`config.mk`:
```
export PLATFORM = sky130hd
export DESIGN_NAME = module_hamming_encoder_tx
export DESIGN_NICKNAME = d
export VERILOG_FILES = /design/src/rtl/module_hamming_encoder_tx.sv
export SDC_FILE = /design/constraint.sdc
export NUM_CORES = 1
export LEC_CHECK = 0
export ABC_AREA = 1
export CAP_MARGIN = 20
export CORE_ASPECT_RATIO = 1.1
export CORE_MARGIN = 2
export CORE_UTILIZATION = 63
export DETAILED_ROUTE_END_ITERATION = 12
export DONT_BUFFER_PORTS = 1
export GPL_TIMING_DRIVEN = 0
export PLACE_DENSITY = 0.84
export SKIP_LAST_GASP = 1
export SLEW_MARGIN = 20
export SYNTH_ARGS = -nofsm -noshare
export SYNTH_HDL_FRONTEND = slang
export SYNTH_SLANG_ARGS = --single-unit
```
`constraint.sdc`:
```
create_clock -name clk -period 2.4 [get_ports clk]
set_clock_uncertainty 0.05 [all_clocks]
set_input_delay 0.48 -clock clk [delete_from_list [all_inputs] [get_ports clk]]
set_output_delay 0.48 -clock clk [all_outputs]
set_load 0.02 [all_outputs]
```
`src/rtl/module_hamming_encoder_tx.sv`:
```
// Hamming(7,4) transmit block: buffers 4-bit words in a FIFO, encodes each into a
// 7-bit codeword {i3,i2,i1,c2,i0,c1,c0} and shifts it out MSB first, BIT_CYCLES
// clocks per bit, followed by GAP_BITS idle bit-times.
// Optional feature: define HAMMING_ERR_INJECT_EN to add err_inj/err_pos, which flip
// one codeword bit at load time. Without the macro, codewords are always sent clean.
module module_hamming_encoder_tx #(
  parameter int unsigned FIFO_DEPTH = 4,
  parameter int unsigned BIT_CYCLES = 4,
  parameter int unsigned GAP_BITS   = 1
) (
  input  logic       clk,
  input  logic       rst_n,
  input  logic [3:0] data_in,
  input  logic       data_valid,
  output logic       data_ready,
`ifdef HAMMING_ERR_INJECT_EN
  input  logic       err_inj,
  input  logic [2:0] err_pos,
`endif
  output logic       tx_bit,
  output logic       tx_frame,
  output logic       tx_start,
  output logic [6:0] codeword_out,
  output logic       busy
);

  localparam int unsigned PtrW      = (FIFO_DEPTH > 1) ? $clog2(FIFO_DEPTH) : 1;
  localparam int unsigned CountW    = $clog2(FIFO_DEPTH + 1);
  localparam int unsigned MaxBits   = (GAP_BITS > 7) ? GAP_BITS : 7;
  localparam int unsigned TimerW    = $clog2(BIT_CYCLES * MaxBits + 1);
  localparam int unsigned GapCycles = GAP_BITS * BIT_CYCLES;

  localparam logic [CountW-1:0] FifoFull = CountW'(FIFO_DEPTH);
  localparam logic [TimerW-1:0] BitLast  = TimerW'(BIT_CYCLES - 1);
  // Unused when GAP_BITS=0; guarded so the constant never underflows.
  localparam logic [TimerW-1:0] GapLast  = (GapCycles > 0) ? TimerW'(GapCycles - 1) : '0;
  localparam logic [2:0]        IdxMsb   = 3'd6;

  typedef enum logic [1:0] {
    StIdle,
    StLoad,
    StShift,
    StGap
  } state_e;

  // Encoder: parity bits cover the standard Hamming position groups.
  function automatic logic [6:0] encode(input logic [3:0] d);
    logic c0, c1, c2;
    c0 = d[0] ^ d[1] ^ d[3];
    c1 = d[0] ^ d[2] ^ d[3];
    c2 = d[1] ^ d[2] ^ d[3];
    return {d[3], d[2], d[1], c2, d[0], c1, c0};
  endfunction

  // FIFO storage and bookkeeping
  logic [3:0]        mem_q [FIFO_DEPTH];
  logic [PtrW-1:0]   wr_ptr_q;
  logic [PtrW-1:0]   rd_ptr_q;
  logic [CountW-1:0] count_q;
  logic              fifo_full;
  logic              fifo_empty;
  logic              push;
  logic              pop;

  // Frame datapath
  state_e            state_q, state_d;
  logic [3:0]        word_q;
  logic [6:0]        cw_q;
  logic [6:0]        cw_load;
  logic              load;
  logic [2:0]        idx_q, idx_d;
  logic [TimerW-1:0] timer_q, timer_d;

  assign fifo_full  = (count_q == FifoFull);
  assign fifo_empty = (count_q == '0);

  // Ready is a pure function of the registered count: no pop look-ahead.
  assign data_ready = ~fifo_full;
  assign push       = data_valid & ~fifo_full;

  // FIFO storage write; contents need no reset since count gates every read.
  always_ff @(posedge clk) begin
    if (push) begin
      mem_q[wr_ptr_q] <= data_in;
    end
  end

  // FIFO pointers and occupancy count
  always_ff @(posedge clk or negedge rst_n) begin
    if (!rst_n) begin
      wr_ptr_q <= '0;
      rd_ptr_q <= '0;
      count_q  <= '0;
    end else begin
      if (push) begin
        wr_ptr_q <= wr_ptr_q + PtrW'(1);
      end
      if (pop) begin
        rd_ptr_q <= rd_ptr_q + PtrW'(1);
      end
      case ({push, pop})
        2'b10:   count_q <= count_q + CountW'(1);
        2'b01:   count_q <= count_q - CountW'(1);
        default: count_q <= count_q;
      endcase
    end
  end

  // Codeword to load: clean encode, optionally with one bit flipped.
  always_comb begin
    cw_load = encode(word_q);
`ifdef HAMMING_ERR_INJECT_EN
    // err_pos=7 is the "no error" code, so only positions 0..6 flip.
    if (err_inj && (err_pos != 3'd7)) begin
      cw_load[err_pos] = ~cw_load[err_pos];
    end
`endif
  end

  // FSM state register
  always_ff @(posedge clk or negedge rst_n) begin
    if (!rst_n) begin
      state_q <= StIdle;
    end else begin
      state_q <= state_d;
    end
  end

  // FSM next-state, pop/load strobes, and bit/gap timer sequencing
  always_comb begin
    state_d = state_q;
    idx_d   = idx_q;
    timer_d = timer_q;
    pop     = 1'b0;
    load    = 1'b0;
    case (state_q)
      StIdle: begin
        // Uses registered count, so a word pushed this cycle waits one cycle.
        if (!fifo_empty) begin
          pop     = 1'b1;
          state_d = StLoad;
        end
      end
      StLoad: begin
        load    = 1'b1;
        idx_d   = IdxMsb;
        timer_d = '0;
        state_d = StShift;
      end
      StShift: begin
        if (timer_q == BitLast) begin
          timer_d = '0;
          if (idx_q == 3'd0) begin
            state_d = (GAP_BITS == 0) ? StIdle : StGap;
          end else begin
            idx_d = idx_q - 3'd1;
          end
        end else begin
          timer_d = timer_q + TimerW'(1);
        end
      end
      StGap: begin
        if (timer_q == GapLast) begin
          timer_d = '0;
          state_d = StIdle;
        end else begin
          timer_d = timer_q + TimerW'(1);
        end
      end
      default: begin
        state_d = StIdle;
      end
    endcase
  end

  // Frame datapath registers: popped word, held codeword, bit index, timer
  always_ff @(posedge clk or negedge rst_n) begin
    if (!rst_n) begin
      word_q  <= '0;
      cw_q    <= '0;
      idx_q   <= '0;
      timer_q <= '0;
    end else begin
      if (pop) begin
        word_q <= mem_q[rd_ptr_q];
      end
      if (load) begin
        cw_q <= cw_load;
      end
      idx_q   <= idx_d;
      timer_q <= timer_d;
    end
  end

  // Outputs decode straight from registered state, so reset clears them at once.
  assign tx_frame     = (state_q == StShift);
  assign tx_bit       = tx_frame ? cw_q[idx_q] : 1'b1;
  assign tx_start     = tx_frame && (idx_q == IdxMsb) && (timer_q == '0);
  assign codeword_out = cw_q;
  assign busy         = (state_q != StIdle) || !fifo_empty;

endmodule

```
---- Yosys cells after proc, flatten, opt, wreduce, memory -nomap -nowiden ----
Memory sizes are Yosys's and may differ from the RTL's. A register that Yosys moved wholly into a read port is not among the register bits.
Cells that the tools add are included.
word-level totals
  register bits ........................... 24
  logic and storage cells ................. 71
  memories ................................ 1
  bits in writable memories ............... 16
memory list
  name   words  width  rd ports  clocked after Yosys merged registers in  write ports  RTL line  source
  mem_q  4      4      1         1                                        1            56        logic [3:0] mem_q [FIFO_DEPTH];
operators by class
  reduce and logical (&&, ||, !) cells .... 16
  equality and inequality tests ........... 13
  bitwise gates (word level) .............. 8
  order comparisons ....................... 1
  $add $sub $neg .......................... 6
  muxes and demuxes ....................... 19
operator list
  cell                                                                           count
  3-bit one-hot mux with 2 select lines                                          2
  5-bit one-hot mux with 2 select lines                                          1
  2-bit 2-to-1 mux                                                               4
  2-bit one-hot mux with 4 select lines                                          1
  2-bit nonzero test                                                             4
  1-bit 2-to-1 mux                                                               7
  2-bit equality test (second input constant)                                    3
  3-bit equality test (second input constant)                                    2
  3-bit zero test                                                                2
  3-bit 2-to-1 mux                                                               2
  2-bit != test (second input constant)                                          3
  3-bit by 1-bit subtractor with 3-bit output (second input constant)            2
  1-bit XOR                                                                      6
  5-bit by 1-bit adder with 5-bit output (second input constant)                 1
  5-bit by 2-bit equality test with 1-bit output (second input constant)         1
  5-bit zero test                                                                1
  5-bit 2-to-1 mux                                                               1
  2-bit by 1-bit adder with 2-bit output (second input constant)                 2
  2-bit by 1-bit equality test with 1-bit output (second input constant)         2
  3-bit by 4-bit less-than comparator with 1-bit output (second input constant)  1
  2-bit by 1-bit != test with 1-bit output (second input constant)               2
  4-bit AND reduction                                                            1
  3-bit by 1-bit adder with 3-bit output (second input constant)                 1
  1-bit binary-select mux with 3-bit select                                      1
  other kinds (8)                                                                10

---- Longest topological paths before layout ----
Gate-level depths: netlist (run 1).
  depth after elaboration ................. 5
  mapped depth ............................ 11

---- Worst setup path before layout (run 1) ----
Ideal clock, no wire load.
  kind .................................... flip-flop to output port
  start point ............................. reg state_q[0]
  end point ............................... out tx_start
  arrival ................................. 1.513 ns
  setup slack ............................. 0.357 ns
  stages on the path, launching flop included .. 6
  path buffers ............................ 1
  cell sequence ........................... dfrtp_1 > inv_1 > ha_1 > buf_6 > nand3_1 > nor3_1
between the ends
  cells in the longest elaborated chain, start to end .. 3
ends and longest elaborated chain
  item                            RTL line  source
  start: declaration              66        state_e state_q, state_d;
  start signal: assignment        123       state_q <= StIdle;
  start signal: assignment        125       state_q <= state_d;
  2-bit equality test             196       assign tx_frame = (state_q == StShift);
  named net tx_frame              21        output logic tx_frame,
  1-bit logical AND (2 in a row)  198       assign tx_start = tx_frame && (idx_q == IdxMsb) && (timer_q == '0);
  end: declaration                22        output logic tx_start,
The timed path passes the listed nets, and every way through them passes these cells.

---- Worst setup path in the final report (run 1) ----
Ends and elaborated chain as after synthesis.

==> flow_summary.json, run 1 <==
{
  "io_buffers": 0,
  "ant_nets": 0,
  "post-place-ws_ps": 233,
  "synth_compound_area_share_pct": 3.95,
  "power_frac_seq_pct": 36.5,
  "firstDrtPassIters": 4,
  "synth_area_sq_mm": 0.00238,
  "die_w_microns": 62.6,
  "r2r_start": "state_q[0]",
  "syn_area_per_cell_sq_um": 8.94,
  "leakagePower_nw": 1.24,
  "grt_pass1_vias": 1640,
  "cts-htree-levels": 2,
  "synth_edf_count": 16,
  "clkSlewWorstSetupHoldPaths_ps": 90,
  "io-pin-count": 19,
  "grt_pass1_wl_microns": 6930,
  "synth-adder-area-share_pct": 8.74,
  "place_hpwl_microns": 2790,
  "worst_setup_path_end_kind": "output pin",
  "layout-drive-gt1-share_pct": 15.6,
  "yosys.area_share.simple_pct": 25.8,
  "pwr-share-comb_pct": 47.1,
  "r2r-end": "count_q[2]",
  "internal_power_mw": 2.03,
  "place_congestion": 0.784,
  "hp-class": "in2reg",
  "worstSetupPathType": "reg2out",
  "crit_start": "state_q[0]",
  "cp-start-kind": "register",
  "tns_ps": 0,
  "synth.distinct_cells": 27,
  "slew_headroom_pct": 71.7,
  "finalCritPeriodShare_pct": 94.8,
  "synth-seq-cells": 44,
  "ir_worst_vdd_uv": 713,
  "status": "finished, final reports clean",
  "routed_wl_microns": 3910,
  "cts.sinks": 44,
  "die-area_sq_mm": 0.00428,
  "stdcell_count": 326,
  "power_switching_share_pct": 44.1,
  "yosysTopAreaCell": "dfrtp_1",
  "yosysSeqAreaShare_pct": 49.7,
  "synthMuxAreaShare_pct": 0,
  "syn_to_final_growth_pct": 9.47,
  "vias": 1659,
  "critPathMaxFanout": 9,
  "worst_pin_slew_ps": 424,
  "clockBufferDepth": 2,
  "pwr-share-clk_pct": 16.4,
  "synth_top_family_by_area": "simple AND/OR/NAND/NOR gates",
  "synth_flop_cell": "dfrtp_1",
  "cp.required_ps": 1870,
  "setup_viol": 0,
  "maxSlewViolCount": 0,
  "report.final.hold_viol_count": 0,
  "grt_overflow": 0,
  "synth.area.top_cells": "dfrtp_1 29%, edfxtp_1 20%, nand2_1 11%, ha_1 7.9%, nor2_1 4.4%",
  "period_minus_slack_ps": 2280,
  "core_sq_mm": 0.00363,
  "critPathCapture": "tx_start",
  "synth_fp_nets": 289,
  "drc": 0,
  "yosys_warnings": 0,
  "power_switching_mw": 1.60,
  "yosysTopAreaCellShare_pct": 29.5,
  "setup_slack_ps": 125,
  "start_util_pct": 65.6,
  "ys_async_sr_fraction_pct": 63.6,
  "cap_viol_max_count": 0,
  "clk_latency_ps": 300,
  "synth_most_common_cell": "nand2_1",
  "rrSetupSlack_ps": 340,
  "antenna_cells": 0,
  "n_fill_cell": 289,
  "r2r_cells": 11,
  "rows": 23,
  "wl_per_cell_microns": 12.0,
  "globalRouteTotalUtil_pct": 21.0,
  "cts_tree": "done",
  "grt_max_degree": 29,
  "p_per_area_mw_per_mm2": 1390,
  "rsz0062_at_grt": "no",
  "synth_common_cells": "69 x nand2_1, 28 x dfrtp_1, 28 x nor2_1",
  "syn_inst": 266,
  "synth-xor-area-share_pct": 4.74,
  "fin_nets": 298,
  "vias_per_cell": 5.09,
  "dp_cells": 316,
  "antenna_found_initial": 0,
  "cts_buffers": 5,
  "clock-root-buffer": "clkbuf_8",
  "drt_iter0_drc": 123,
  "dieHeight_microns": 68.4,
  "fmaxAchievable_ghz": 0.440,
  "cp.arrival_ps": 1750
}
==> layout by cell type (no fill, tap or decap), drive strengths merged, types with 2 or more instances in the layout <==
cell    count
clkbuf      6
o21ai      16
buf         7
nand3      19
ha         15
edfxtp     16
nand4       4
nand2      78
nor2       34
inv        34
xnor2       4
dfrtp      28
xor2        8
a21oi       2
==> how the worst min path moves through the flow <==
stage	startpoint	to	slack [ps]	cells after the start
CTS	data_in[2]	mem_q[3][2]	220	0
finish	data_in[3]	mem_q[1][3]	220	0
detailed placement	rst_n	codeword_out[6]	140	0
floorplan	rst_n	codeword_out[0]	130	0
global route	data_in[3]	mem_q[1][3]	210	0
global placement	rst_n	rd_ptr_q[0]	140	0
==> metrics by stage <==
step	power [mW]	hold WS, ps	area (sq um)	utilization, %
global route	3.98	207	2600	71.8
detailed placement	3.02	135	2440	67.3
global placement	2.95	135	2440	67.3
CTS	3.64	216	2600	71.6
finish	3.63	218	2600	71.8
floorplan	2.71	134	2380	-
==> power groups by stage <==
stage / logic (mW) / clock network [mW] / registers (mW)
3_5_place_dp: 1.68 / 0 / 1.34
6_report: 1.71 / 0.596 / 1.32
5_1_grt: 1.99 / 0.635 / 1.36
3_3_place_gp: 1.62 / 0 / 1.33
4_1_cts: 1.71 / 0.602 / 1.32
2_1_floorplan: 1.42 / 0 / 1.29
==> flip-flops by register name, indices dropped and copies added, names as in the netlist <==
signal and count:
wr_ptr_q 2, word_q 4, idx_q 3, timer_q 5, codeword_out 7, mem_q 16
rd_ptr_q 2, state_q 2, count_q 3
==> metal layers <==
metal | vias up | track usage, % | part of all wire [%]
met5 | - | 0 | 0
li1 | 851 | - | -
met3 | 7 | 4.77 | 5.6
met2 | 39 | 36.4 | 47
met1 | 762 | 25.5 | 46
met4 | 0 | 9.72 | 2.1
==> critical path: stages, from the launching register on <==
cell and delay (ps):
dfrtp_1 420, inv_1 110, ha_1 320, buf_6 190, nand3_1 120, nor3_4 290
==> layout make-up <==
| cell class | count | area [sq um] | share of cell area, % |
|---|---|---|---|
| buffer | 6 | 38.8 | 1.49 |
| sequential | 44 | 1180 | 45.4 |
| timing repair buffer | 2 | 30.0 | 1.15 |
| tap | 50 | 62.6 | 2.40 |
| multi-input combinational | 182 | 1040 | 39.9 |
| inverter | 34 | 130 | 5.00 |
| clock inverter | 2 | 38.8 | 1.49 |
| clock buffer | 6 | 82.6 | 3.17 |
==> what timing repair did <==
| action | in CTS | in global routing |
|---|---|---|
| hold endpoints to repair | 28 | 0 |
| gates resized for setup | 1 | 1 |
| endpoints found under the setup margin | 1 | 1 |
| buffers inserted | 0 | 0 |
| cloned | 0 | 0 |
| hold buffers | 2 | 0 |
==> kinds of logic after synthesis <==
group / count (synthesis)
simple gates: 136
flops: 44
buf+inv: 40
compound gates: 18
fa+ha+maj: 16
xor+xnor: 12
No activity file was read; power rests on OpenSTA's default activity.
==> inputs of run 2 (changes only) <==
Settings changed: CORE_UTILIZATION 63 to 67, MAX_ROUTING_LAYER set to met4, PLACE_DENSITY 0.84 to 0.88.
Clock period 2.4 ns to 2.7 ns, I/O delays scaled along.
==> run 2 against run 1 <==
  * Die area is 5.6% lower
  * Via count rose by 0.12%
  * Critical path depth stayed put
==> flow_summary.json, run 2 (synthesis gave the netlist of run 1 again) <==
{
  "status": "finished, final reports clean",
  "io_buffers": 0,
  "layout-drive-gt1-share_pct": 15.6,
  "wl_per_cell_microns": 11.5,
  "setup_viol": 0,
  "path_delay_family": "simple AND/OR/NAND/NOR gates",
  "p_total_mw": 3.11,
  "place_hpwl_microns": 2770,
  "drc": 0,
  "r2r_cells": 11,
  "rrSetupSlack_ps": 630,
  "cts_tree": "done",
  "worstSetupPathType": "reg2out",
  "postCtsSetupBuffers": 0,
  "grt_pass1_vias": 1613,
  "n_fill_cell": 253,
  "antenna_cells": 0,
  "cts.sinks": 44,
  "fin_nets": 298,
  "final_common_cell": "nand2_1",
  "die-area_sq_mm": 0.00404,
  "grt_pass1_wl_microns": 6520,
  "grt_max_degree": 29,
  "cap_viol_max_count": 0,
  "path_cells": "inv_1 > ha_1 > buf_6 > nand3_1 > nor3_2",
  "critical_path.slowest_cell": "dfrtp_1",
  "clkSlewWorstSetupHoldPaths_ps": 130,
  "place_congestion": 0.808,
  "vias": 1661,
  "slowest_delay_ps": 430,
  "tns_ps": 0,
  "worst_pin_slew_ps": 418,
  "final-seq-area_sq_mm": 0.00118,
  "cp.arrival_ps": 1850,
  "finalCritPeriodShare_pct": 90.3,
  "ir_worst_vdd_uv": 810,
  "crit_start": "state_q[0]",
  "hp-class": "in2reg",
  "cts-htree-levels": 2,
  "report.final.hold_viol_count": 0,
  "cp_num_cells": 5,
  "rows": 22,
  "grt_overflow": 0,
  "r2r_start": "state_q[0]",
  "fmaxAchievable_ghz": 0.410,
  "vias_per_cell": 5.13,
  "critPathMaxFanout": 9,
  "rsz0062_at_grt": "no",
  "cts_buffers": 5,
  "leakagePower_nw": 1.23,
  "r2r-end": "count_q[2]",
  "die_w_microns": 60.8,
  "clock-root-buffer": "clkbuf_4",
  "worst_setup_path_end_kind": "output pin",
  "dieHeight_microns": 66.5,
  "ant_nets": 0,
  "worst-path-buf-inv": 2,
  "syn_to_final_growth_pct": 7.79,
  "cp-start-kind": "register",
  "p_per_area_mw_per_mm2": 1210,
  "core_sq_mm": 0.00336,
  "finish.instance_area_sq_mm": 0.00256,
  "maxSlewViolCount": 0,
  "largest_reg_flops": 16,
  "period_minus_slack_ps": 2440,
  "drt_iter0_drc": 89,
  "io-pin-count": 19,
  "clk_latency_ps": 360,
  "slew_headroom_pct": 72.0,
  "firstDrtPassIters": 4,
  "globalRouteTotalUtil_pct": 22.5,
  "critPathCapture": "tx_start",
  "clockBufferDepth": 2,
  "top_register": "mem_q",
  "postPlaceCellArea_sq_mm": 0.00244,
  "mostFrequentLayoutCells": "69 x nand2_1, 28 x nor2_1, 28 x dfrtp_1",
  "antenna_found_initial": 0,
  "routed_wl_microns": 3710,
  "start_util_pct": 70.8,
  "multi_input_area_sq_mm": 0.00103,
  "cp.required_ps": 2110
}
[run 2: worst min-delay path by stage]
stage / end / start / slack (ps) / depth (start not counted)
floorplan: codeword_out[0] / rst_n / 190 / 0
finish: mem_q[0][1] / data_in[1] / 220 / 0
CTS: mem_q[2][1] / data_in[1] / 210 / 0
detailed placement: rd_ptr_q[1] / rst_n / 200 / 0
global placement: rd_ptr_q[0] / rst_n / 200 / 0
global route: mem_q[0][1] / data_in[1] / 180 / 0
[run 2: power breakdown]
group	internal [mW]	total, mW	switching [mW]
Combinational	0.564	1.50	0.940
Sequential	0.936	1.18	0.241
Clock	0.222	0.429	0.208
[run 2: what timing repair did]
action,CTS,global route
resized for setup,0,1
hold endpoints to repair,28,0
setup endpoints to repair,0,1
hold buffers,2,0
[run 2: layer usage]
layer	vias to the layer above	part of all wire [%]	global-route usage [%]
met5	-	0	-
met2	36	48	34.7
met3	6	4.8	6.60
met4	0	1.3	8.97
met1	766	46	27.6
li1	853	-	-
[run 2: metrics by stage]
step | hold slack, ps | instances | util (%) | setup WS, ps
after CTS | 207 | 324 | 76.2 | 62.0
after floorplan | 194 | 266 | - | 597
final | 217 | 324 | 76.3 | 261
after global routing | 183 | 324 | 76.3 | 136
after global placement | 195 | 314 | 72.6 | 472
after detailed placement | 195 | 314 | 72.6 | 464
[run 2: final cells by class]
class                      instances  share of cell area, %
sequential                        44                   46.1
multi-input combinational        182                   40.3
inverter                          34                   5.08
tap                               48                   2.34
clock buffer                       6                   2.00
clock inverter                     2                   1.51
buffer                             6                   1.51
timing repair buffer               2                   1.17
==> inputs of run 3 (changes only) <==
Settings changed: CORE_UTILIZATION 67 to 63, PLACE_DENSITY 0.88 to 0.84.
Clock period 2.7 ns to 2.35 ns, I/O delays scaled along.
==> run 3 against run 2 <==
  * Global-route usage down 0.80 points
  * Clock-buffer cell count unchanged
  * Cell count up 0.62%
  * Wire length up 5.0%
  * Die area up 5.9%
  * Design area up 1.7%
  * Sequential power up 14%
  * Largest cell class unchanged
  * Sequential cell count unchanged
==> flow_summary.json, run 3 (synthesis gave the netlist of run 1 again) <==
{
  "cts_buffers": 5,
  "place_hpwl_microns": 2790,
  "tns_ps": 0,
  "io_buffers": 0,
  "cap_viol_max_count": 0,
  "grt_pass1_wl_microns": 6930,
  "firstDrtPassIters": 6,
  "postCtsSetupBuffers": 0,
  "mostFrequentLayoutCells": "69 x nand2_1, 28 x nor2_1, 28 x dfrtp_1",
  "hold_ws_ps": 210,
  "largest_reg_flops": 16,
  "clock-root-buffer": "clkbuf_8",
  "dieHeight_microns": 68.4,
  "p_per_area_mw_per_mm2": 1420,
  "antenna_cells": 0,
  "internal_power_mw": 2.07,
  "dp_cells": 316,
  "clk_latency_ps": 300,
  "ant_nets": 0,
  "period_minus_slack_ps": 2200,
  "rows": 23,
  "start_util_pct": 65.6,
  "rsz0062_at_grt": "no",
  "top_register": "mem_q",
  "maxSlewViolCount": 0,
  "status": "finished, final reports clean",
  "cp.arrival_ps": 1680,
  "n_fill_cell": 288,
  "power_switching_share_pct": 44.0,
  "hp-class": "in2reg",
  "die-area_sq_mm": 0.00428,
  "fmaxAchievable_ghz": 0.454,
  "vias": 1664,
  "pwr-share-comb_pct": 47.2,
  "finish.instance_area_sq_mm": 0.00261,
  "worstSetupPathType": "reg2out",
  "cts.sinks": 44,
  "critPathMaxFanout": 9,
  "drt_iter0_drc": 126,
  "fin_nets": 298,
  "setup_viol": 0,
  "globalRouteTotalUtil_pct": 21.7,
  "slew_headroom_pct": 71.4,
  "report.final.hold_viol_count": 0,
  "cp-start-kind": "register",
  "finalCritPeriodShare_pct": 93.8,
  "final_common_cell": "nand2_1",
  "p_total_mw": 3.71,
  "io-pin-count": 19,
  "clkSlewWorstSetupHoldPaths_ps": 90,
  "cts_tree": "done",
  "core_sq_mm": 0.00363,
  "layout-drive-gt1-share_pct": 15.9,
  "pwr-share-clk_pct": 16.3,
  "stdcell_count": 326,
  "routed_wl_microns": 3900,
  "cp.required_ps": 1830,
  "grt_overflow": 0,
  "vias_per_cell": 5.10,
  "syn_to_final_growth_pct": 9.58,
  "drc": 0,
  "ir_worst_vdd_uv": 729,
  "antenna_found_initial": 0,
  "worst_setup_path_end_kind": "output pin",
  "power_frac_seq_pct": 36.4,
  "postPlaceCellArea_sq_mm": 0.00244,
  "clockBufferDepth": 2,
  "power_switching_mw": 1.63,
  "grt_pass1_vias": 1640,
  "wl_per_cell_microns": 12.0,
  "cts-htree-levels": 2,
  "worst_pin_slew_ps": 428,
  "grt_max_degree": 29,
  "die_w_microns": 62.6,
  "leakagePower_nw": 1.24,
  "place_congestion": 0.795
}
-- run 3: cell counts in the layout (fill, tap and decap cells not counted) --
Identical to the previous run, type by type.
-- run 3: final cells by class --
cell class / instances / area (sq um) / share of cell area [%]
clock buffers: 6 / 82.6 / 3.17
repair buffers: 2 / 30.0 / 1.15
multi-input cells: 182 / 1040 / 40.0
clock inverters: 2 / 38.8 / 1.49
flip-flops and latches: 44 / 1180 / 45.3
well taps: 50 / 62.6 / 2.40
plain buffers: 6 / 38.8 / 1.49
inverters: 34 / 130 / 5.00
-- run 3: worst max-delay path: stages (launching register included) --
cell and delay, ps:
dfrtp_1 420, inv_1 120, ha_2 280, buf_6 160
nand3_1 120, nor3_4 290
-- run 3: power groups by stage --
stage               registers, mW  clock network [mW]  logic [mW]
detailed placement           1.37                   0        1.71
finish                       1.35               0.605        1.75
floorplan                    1.32                   0        1.45
global placement             1.36                   0        1.65
global route                 1.39               0.648        2.04
CTS                          1.35               0.615        1.75
-- run 3: through the flow --
| step | setup WS, ps | utilization [%] |
|---|---|---|
| after floorplan | 317 | - |
| after global placement | 190 | 67.3 |
| after detailed placement | 193 | 67.3 |
| after CTS | 28.2 | 71.6 |
| after global routing | 41.4 | 71.8 |
| final | 146 | 71.8 |
-- run 3: metal layers --
layer / track usage, % / vias up / part of all wire (%)
li1: - / 852 / -
met1: 25.5 / 774 / 46
met2: 36.4 / 31 / 47
met3: 4.77 / 7 / 4.1
met4: 9.72 / 0 / 2.1
met5: - / - / 0
-- run 3: final timing paths --
path	depth (start not counted)	slack, ps	startpoint	end
max in group asynchronous	2	1540	rst_n	timer_q[3]
min in group asynchronous	2	550	rst_n	rd_ptr_q[0]
setup reg to reg	11	270	state_q[0]	count_q[2]
setup / recovery	5	150	state_q[0]	tx_start
hold / removal	0	210	data_in[3]	mem_q[1][3]
hold reg to reg	2	500	state_q[0]	state_q[0]
-- run 3: timing repair --
action	in CTS	in global routing
setup endpoints to repair	1	1
pin swaps	0	0
resized for setup	1	2
hold buffers	2	0
endpoints found under the hold margin	28	0
